`config.mk`:
```
export PLATFORM = sky130hd
export DESIGN_NAME = shift_tx_ctrl
export DESIGN_NICKNAME = d
export VERILOG_FILES = /design/src/rtl/shift_tx_ctrl.sv
export SDC_FILE = /design/constraint.sdc
export NUM_CORES = 1
export LEC_CHECK = 0
export BUFFER_PORTS_ARGS = -buffer_cell sky130_fd_sc_hd__buf_4
export CORE_ASPECT_RATIO = 1.2
export CORE_MARGIN = 1
export CORE_UTILIZATION = 47
export CTS_CLUSTER_DIAMETER = 30
export DETAILED_ROUTE_END_ITERATION = 8
export GPL_TIMING_DRIVEN = 0
export PLACE_DENSITY = 0.76
export SYNTH_ARGS = -nofsm -noshare
export SYNTH_HDL_FRONTEND = slang
export SYNTH_SLANG_ARGS = --single-unit
```
`constraint.sdc`:
```
create_clock -name CLK -period 1.6 [get_ports CLK]
set_input_delay 0.32 -clock CLK [delete_from_list [all_inputs] [get_ports CLK]]
set_output_delay 0.32 -clock CLK [all_outputs]
set_load 0.05 [all_outputs]
```
`src/rtl/shift_tx_ctrl.sv`:
```
// Serial frame transmitter controller: parallel-loads a shift register and
// frames its serial output as idle-high start / N data LSB-first / stop.
module shift_tx_ctrl #(
    parameter int N   = 8,
    parameter int DIV = 4
) (
    input  logic         CLK,
    input  logic         reset,
    input  logic [N-1:0] data,
    input  logic         valid,
    output logic         ready,
    output logic         sr_load,
    output logic         sr_en,
    output logic [N-1:0] sr_par,
    input  logic         sr_sout,
    output logic         tx,
    output logic         busy,
    output logic         done
);

    localparam int DW = (DIV > 1) ? $clog2(DIV) : 1;
    localparam int BW = (N > 1) ? $clog2(N) : 1;
    localparam logic [DW-1:0] DIV_LAST = DW'(DIV - 1);
    localparam logic [BW-1:0] BIT_LAST = BW'(N - 1);

    typedef enum logic [2:0] {
        IDLE,
        LOAD,
        START,
        DATA,
        STOP
    } state_t;

    state_t        state_q, state_d;
    logic [N-1:0]  hold_q, hold_d;
    logic [DW-1:0] div_cnt_q, div_cnt_d;
    logic [BW-1:0] bit_cnt_q, bit_cnt_d;

    logic bit_end;
    logic last_bit;
    logic accept;
    logic timed;

    assign bit_end  = (div_cnt_q == DIV_LAST);
    assign last_bit = (bit_cnt_q == BIT_LAST);
    assign accept   = (state_q == IDLE) && valid;
    assign timed    = (state_q == START) || (state_q == DATA) ||
                      (state_q == STOP);

    always_ff @(posedge CLK or posedge reset) begin
        if (reset) begin
            state_q <= IDLE;
        end else begin
            state_q <= state_d;
        end
    end

    always_comb begin
        state_d = state_q;
        unique case (state_q)
            IDLE:    if (valid) state_d = LOAD;
            LOAD:    state_d = START;
            START:   if (bit_end) state_d = DATA;
            DATA:    if (bit_end && last_bit) state_d = STOP;
            STOP:    if (bit_end) state_d = IDLE;
            default: state_d = IDLE;
        endcase
    end

    always_comb begin
        ready   = (state_q == IDLE);
        busy    = (state_q != IDLE);
        tx      = 1'b1;
        sr_load = 1'b0;
        sr_en   = 1'b0;
        done    = 1'b0;
        unique case (state_q)
            IDLE: ;
            LOAD: begin
                sr_load = 1'b1;
                sr_en   = 1'b1;
            end
            START: tx = 1'b0;
            DATA: begin
                tx    = sr_sout;
                sr_en = bit_end;
            end
            STOP:    done = bit_end;
            default: ;
        endcase
    end

    assign sr_par = hold_q;

    // Bit timer wraps at every bit end and restarts on any state change
    always_comb begin
        hold_d    = accept ? data : hold_q;
        div_cnt_d = '0;
        bit_cnt_d = '0;
        if (timed && (state_d == state_q) && !bit_end) begin
            div_cnt_d = div_cnt_q + DW'(1);
        end
        if (state_q == DATA) begin
            bit_cnt_d = bit_cnt_q;
            if (bit_end) begin
                bit_cnt_d = last_bit ? '0 : bit_cnt_q + BW'(1);
            end
        end
    end

    always_ff @(posedge CLK or posedge reset) begin
        if (reset) begin
            hold_q    <= '0;
            div_cnt_q <= '0;
            bit_cnt_q <= '0;
        end else begin
            hold_q    <= hold_d;
            div_cnt_q <= div_cnt_d;
            bit_cnt_q <= bit_cnt_d;
        end
    end

endmodule
```
Yosys cells after proc, flatten, opt, wreduce, memory -nomap -nowiden
Cells that the tools add are included.
Storage, ports and cells
  register bits: 16
  input bits: 12
Operators by class
  add/sub/neg operators: 2
  reductions and logical operators: 9
  muxes and demuxes: 13
  equal/unequal tests: 8
Operators by type and width (number)
  two-way mux 3 bit: 7
  one-hot mux 3 bit (5 select lines): 1
  == test 3 x 2 -> 1 bit (second input constant): 2
  == test 3 bit (second input constant): 2
  logical AND 1 bit: 4
  one-hot mux 1 bit (2 select lines): 2
  adder 3 x 1 -> 3 bit (second input constant): 1
  == test 3 x 1 -> 1 bit (second input constant): 1
  == test 3 bit: 1
  logical NOT 3 bit: 1
  nonzero test 3 bit: 1
  adder 2 x 1 -> 2 bit (second input constant): 1
  == test 2 bit (second input constant): 1
  logical OR 1 bit: 2
  two-way mux 1 bit: 2
  two-way mux 2 bit: 1
  != test 2 bit (second input constant): 1
  logical NOT 1 bit: 1

Longest topological paths before layout
Gate-level depths: netlist (run 1).
  depth after elaboration: 8
  depth in mapped cells: 4
  gate-level depth less buffers: 4

Worst setup path before layout (run 1)
No wires, ideal clock.
  path kind: register to output
  from: register state_q[0]
  to: output port done
  cell stages (with the launch flop): 4
  arrival time: 1.640 ns
  buffers on the path: 1
  required time: 1.280 ns
  slack: -0.360 ns
  cell sequence: dfrtp_1 -> buf_2 -> or3b_1 -> nor2_1
On the way
  word-level cells in the longest chain between the ends: 2
Ends and longest elaborated chain
  start: declaration: RTL line 34  | state_t state_q, state_d;
  start signal: assignment: RTL line 54  | state_q <= state_d;
  == test 3 bit: RTL line 77  | unique case (state_q)
  two-way mux 1 bit: RTL line 77
  end: declaration: RTL line 18  | output logic done
No other way between the ends.

Final worst setup path (run 1)
  from: register state_q[1]
  to: output port done
Same word-level chain as after synthesis.

==> metrics.yaml, run 1 <==
run_status:
  status: "complete, but fails checks"
  violations: "negative setup slack"
clock_tree:
  cts_tree: "built"
  cts.sinks: 16
  path_clk_slew_ps: 100
  cts_root_buf: "clkbuf_4"
  cts_hold_buf: 0
  numCtsBuffers: 3
  cts_max_path_buffers: 2
  insertion_delay_ps: 290
  htree_levels: 1
pwr:
  power.switching_uw: 608
  power.share.sequential_pct: 36.1
  pwr-share-clk_pct: 17.2
  p_per_area_mw_per_mm2: 1310
  p_leak_nw: 0.569
  p_int_uw: 976
  combinationalPowerShare_pct: 46.8
  power_switching_share_pct: 38.4
  vdd_drop_max_mv: 0.815
synth:
  synthCells: 61
  ys_ff_latch: 16
  synth-edff-count: 0
  avgSynthCellArea_um2: 12.4
  ys_warn_count: 0
  synth.distinct_cells: 23
  synthesis.area_um2: 757
  syn_nets: 76
  ys.flop_type: "dfrtp_1"
  ys_seq_area_share_pct: 52.9
  ys_async_sr_fraction_pct: 100
global_routing:
  grt_max_degree: 17
  antenna_found_initial: 0
  grt_use_total_pct: 22.4
  grt_pass1_vias: 607
  grt_first_pass_wirelength_mm: 2.69
  grt_overflow_total: 0
sta:
  relSlewSlack_pct: 59.2
  rsz0062_at_grt: "true"
  worst_pin_slew_ps: 611
  finalWorstSetupSlack_ps: -200
  holdWs_ps: 97.3
  drv_slew: 0
  finalCritPeriodShare_pct: 113
  finalCriticalPeriod_ps: 1800
  finalSetupViolCount: 4
  hold_violations: 0
  tns_ps: -469
  skew_ps: 1.72
  fmax_mhz: 555
layout:
  regArea_um2: 402
  num-fill-cells: 90
  final_area_mm2: 0.00121
  antenna_cells: 0
  area_delta_synth_final_pct: 59.8
  utilization_pct: 82.6
  drive_above_1_share_pct: 65.7
  fin_nets: 118
  multi_input_area_um2: 390
floorplanning:
  die_h_um: 46.0
  die_x_um: 38.6
  io_pins: 26
  coreArea_mm2: 0.00146
  initial_core_util_pct: 51.7
  die-area_mm2: 0.00178
  rows: 15
setup_path:
  path_max_fanout: 4
  cp-startpoint: "state_q[1]"
  timing.rr.start: "state_q[1]"
  start_kind: "flip-flop"
  critPathKind: "reg -> out"
  crit_path_end_kind: "output port"
  required_ps: 1280
  reg2reg_slack_ps: 90
  r2r-end: "sr_par[3]"
  worstPathArrival_ps: 1480
  rr_worst_depth: 5
route:
  ant_nets: 0
  viasPerCell: 5.21
  wl_mm: 1.72
  wl_per_cell_um: 14.5
  drc_errors: 0
  drt_iter0_markers: 8
  first_pass_iters: 4
  vias: 620
place:
  gp_congestion: 0.630
  hpwlAfterDp_mm: 1.06
  place_area_um2: 981
  io_buffers: 25
job:
  maxCapViolations: 0
worst_hold_path:
  hold_path.class: "in -> async"
==> logic make-up (layout without fill, tap and decap cells) <==
group	count (synthesis)	in the layout	synth area share [%]
flops	16	16	52.9
simple gates	16	16	14.7
compound gates	10	10	9.42
buf+inv	6	47	3.47
mux	10	10	14.5
fa+ha+maj	3	3	4.96
==> worst max-delay path, stage by stage, from the launching register on <==
cell	delay [ps]
dfrtp_1	400
buf_6	130
or3b_4	410
nor2_4	100
buf_8	150
==> registers in the layout, summed over array words and instances (netlist names) <==
name and flops:
bit_cnt_q 3, div_cnt_q 2, sr_par 8, state_q 3
==> synthesized netlist by cell type, drive strengths merged, types with 2 or more instances <==
| master | count | area (um2) |
|---|---|---|
| or3b | 2 | 17.5 |
| nor2 | 5 | 18.8 |
| ha | 3 | 37.5 |
| buf | 3 | 15.0 |
| a21oi | 3 | 15.0 |
| mux2i | 2 | 20.0 |
| mux2 | 8 | 90.1 |
| nand2b | 4 | 25.0 |
| inv | 3 | 11.3 |
| dfrtp | 16 | 400 |
==> metal layers <==
layer / global-route usage, % / share of wire (%)
met5: 0 / 0
met3: 4.41 / 4.6
met1: 28.8 / 43
met4: 6.21 / 0.81
met2: 38.0 / 51
==> power groups by stage <==
stage | clock (mW) | sequential, mW | combinational [mW]
2_1_floorplan | 0 | 0.676 | 0.311
3_3_place_gp | 0 | 0.563 | 0.561
3_5_place_dp | 0 | 0.570 | 0.579
4_1_cts | 0.272 | 0.570 | 0.702
5_1_grt | 0.287 | 0.584 | 0.812
6_report | 0.272 | 0.571 | 0.741
==> worst max-delay path by stage <==
stage            to  slack, ps  cells after the start
2_1_floorplan  done       -140                      3
3_3_place_gp   done        -30                      4
3_5_place_dp   done        -50                      4
4_1_cts        done       -190                      4
5_1_grt        done       -240                      4
6_report       done       -200                      4
==> through the flow <==
| stage | instances | power (mW) | setup WS (ps) |
|---|---|---|---|
| final | 119 | 1.58 | -200 |
| after detailed placement | 103 | 1.15 | -47.4 |
| after global routing | 119 | 1.68 | -243 |
| after floorplan | 61 | 0.987 | -142 |
| after CTS | 117 | 1.54 | -190 |
| after global placement | 103 | 1.12 | -33.1 |
==> timing repair <==
| item | in CTS | in global routing |
|---|---|---|
| pin swaps | 3 | 3 |
| setup endpoints to repair | 14 | 7 |
| cloned | 0 | 0 |
| buffers inserted | 10 | 3 |
| endpoints found under the hold margin | 0 | 0 |
| resized for setup | 20 | 8 |
==> cells in the final DEF, fill, tap and decap left out, types with 2 or more instances in the layout <==
| cell | count |
|---|---|
| ha_1 | 2 |
| buf_6 | 8 |
| dfrtp_1 | 15 |
| clkbuf_4 | 3 |
| mux2_2 | 8 |
| nor2_4 | 2 |
| mux2i_1 | 2 |
| nor2_1 | 3 |
| nand2b_4 | 2 |
| buf_4 | 30 |
| nand2b_1 | 2 |
| a21oi_1 | 2 |
| buf_8 | 2 |
==> area by class of cell <==
cell class                 count  area share, %
buffer                         2           1.86
clock buffer                   4           3.00
inverter                       3           1.24
multi-input combinational     39           32.3
sequential                    16           33.2
tap                           17           1.76
timing repair buffer          38           26.7
No activity file was read; power rests on OpenSTA's default activity.
==> run 2, diff against run 1 <==
- BUFFER_PORTS_ARGS: -buffer_cell sky130_fd_sc_hd__buf_4 -> unset
- CORE_ASPECT_RATIO: 1.2 -> unset
- CORE_UTILIZATION: 47 -> 55
- DONT_BUFFER_PORTS: unset -> 1
- PLACE_DENSITY: 0.76 -> 0.7
==> run 2 against run 1 <==
The flow still finishes with violations (negative setup slack). Combinational power down 27%. First-iteration DRC count down 13%. Non-clock buffer count down 26. Utilization down 4.9 points. Sequential power up 22%. Hold slack better by 93 ps. Die area down 14%. Sequential cell count unchanged. Sequential share of layout area up 7.0 points. Clock skew down 0.87 ps. Global-route usage down 4.1 points. Fmax down 2.3%. Highest routed layer unchanged.
==> metrics.yaml, run 2 (synthesized netlist as in run 1, its figures left out) <==
route:
  highest_layer: "met4"
  ant_nets: 0
  wl_met1_um: 579
  wl_met3_um: 64
  dr_wl_met2_um: 712
  wl_per_cell_um: 15.0
  viasPerCell: 5.68
  drt_iter0_markers: 7
  first_pass_iters: 3
  vias: 517
  drc_errors: 0
  wl_mm: 1.37
pwr:
  p_leak_nw: 0.433
  vdd_drop_max_mv: 0.894
  p_per_area_mw_per_mm2: 1490
global_routing:
  grt_max_degree: 17
  grt_use_total_pct: 18.3
  grt_pass1_vias: 459
  grt_overflow_total: 0
  antenna_found_initial: 0
  grt_first_pass_wirelength_mm: 1.84
floorplanning:
  die_h_um: 39.1
  io_pins: 26
  die_x_um: 39.1
  rows: 13
  initial_core_util_pct: 58.9
  coreArea_mm2: 0.00128
  die-area_mm2: 0.00153
clock_tree:
  cts_max_path_buffers: 2
  htree_levels: 1
  path_clk_slew_ps: 90
  cts.sinks: 16
  cts_root_buf: "clkbuf_4"
  insertion_delay_ps: 270
  numCtsBuffers: 3
  cts_tree: "built"
sta:
  worst_pin_slew_ps: 575
  finalSetupViolCount: 4
  fmax_mhz: 543
  skew_ps: 0.852
  finalCritPeriodShare_pct: 115
  tns_ps: -519
  relSlewSlack_pct: 61.6
  drv_slew: 0
  finalWorstSetupSlack_ps: -243
  finalCriticalPeriod_ps: 1840
  hold_violations: 0
  rsz0062_at_grt: "true"
  holdWs_ps: 190
setup_path:
  timing.rr.start: "bit_cnt_q[0]"
  path_max_fanout: 5
  critPathKind: "reg -> out"
  worstPathArrival_ps: 1520
  start_kind: "flip-flop"
  r2r-end: "state_q[0]"
  reg2reg_slack_ps: 90
  rr_worst_depth: 4
  required_ps: 1280
  crit_path_end_kind: "output port"
layout:
  antenna_cells: 0
  utilization_pct: 77.7
  largest_reg_flops: 8
  num-fill-cells: 84
  most-common-layout-cells: "dfrtp_1 (15), buf_4 (10), mux2_2 (8)"
  drive_above_1_share_pct: 53.9
  final_common_cell: "dfrtp_1"
  area_delta_synth_final_pct: 31.9
  fin_cells: 91
  fin_nets: 92
worst_hold_path:
  hold_end: "sr_par[2]"
  worstHoldStart: "data[2]"
  whs_path_depth: 1
  hold_path.class: "in -> reg"
run_status:
  violations: "negative setup slack"
  status: "complete, but fails checks"
place:
  hpwlAfterDp_um: 831
  io_buffers: 0
  dp_cells: 76
  gp_congestion: 0.627
job:
  maxCapViolations: 0
run 2: final cells by class:
cell class	instances	area, um2	share of cell area, %
clock buffer	4	36.3	3.63
tap	15	18.8	1.88
timing repair buffer	11	85.1	8.52
inverter	3	17.5	1.75
sequential	16	402	40.2
buffer	3	33.8	3.38
multi-input combinational	39	405	40.6
run 2: worst max-delay path, stage by stage, from the launching register on:
cell and delay [ps]:
dfrtp_1 410, buf_6 130, or3b_4 420, nor2_4 280
run 2: report_power, final:
| group | switching [mW] | internal [mW] | total, mW | leakage [nW] |
|---|---|---|---|---|
| clock network | 0.113 | 0.138 | 0.251 | 0.0210 |
| logic | 0.277 | 0.263 | 0.540 | 0.220 |
| registers | 0.192 | 0.502 | 0.694 | 0.192 |
| total | 0.582 | 0.903 | 1.49 | 0.433 |
run 2: stage by stage:
| step | setup slack, ps | instance area (um2) | power (mW) |
|---|---|---|---|
| final | -243 | 998 | 1.49 |
| after global routing | -301 | 998 | 1.57 |
| after CTS | -287 | 932 | 1.40 |
| after detailed placement | -199 | 791 | 1.05 |
| after global placement | -189 | 791 | 1.03 |
| after floorplan | -142 | 772 | 0.987 |
run 2: what timing repair did:
item	in CTS	in global routing
buffers inserted	4	6
endpoints found under the hold margin	16	0
pin swaps	3	6
hold buffers	1	0
gates resized for setup	19	4
endpoints found under the setup margin	6	15
run 2: worst max-delay path by stage:
| stage | startpoint | to | slack [ps] | cells past startpoint |
|---|---|---|---|---|
| floorplan | state_q[0] | done | -140 | 3 |
| global placement | state_q[1] | done | -190 | 3 |
| detailed placement | state_q[0] | done | -200 | 3 |
| CTS | state_q[1] | done | -290 | 3 |
| global route | state_q[1] | done | -300 | 3 |
| finish | state_q[1] | done | -240 | 3 |
run 2: layer usage:
metal  vias up  GRT usage [%]
li1        248              -
met1       251           25.2
met2        16           27.1
met3         2           3.47
met4         0           10.3
met5         -              0
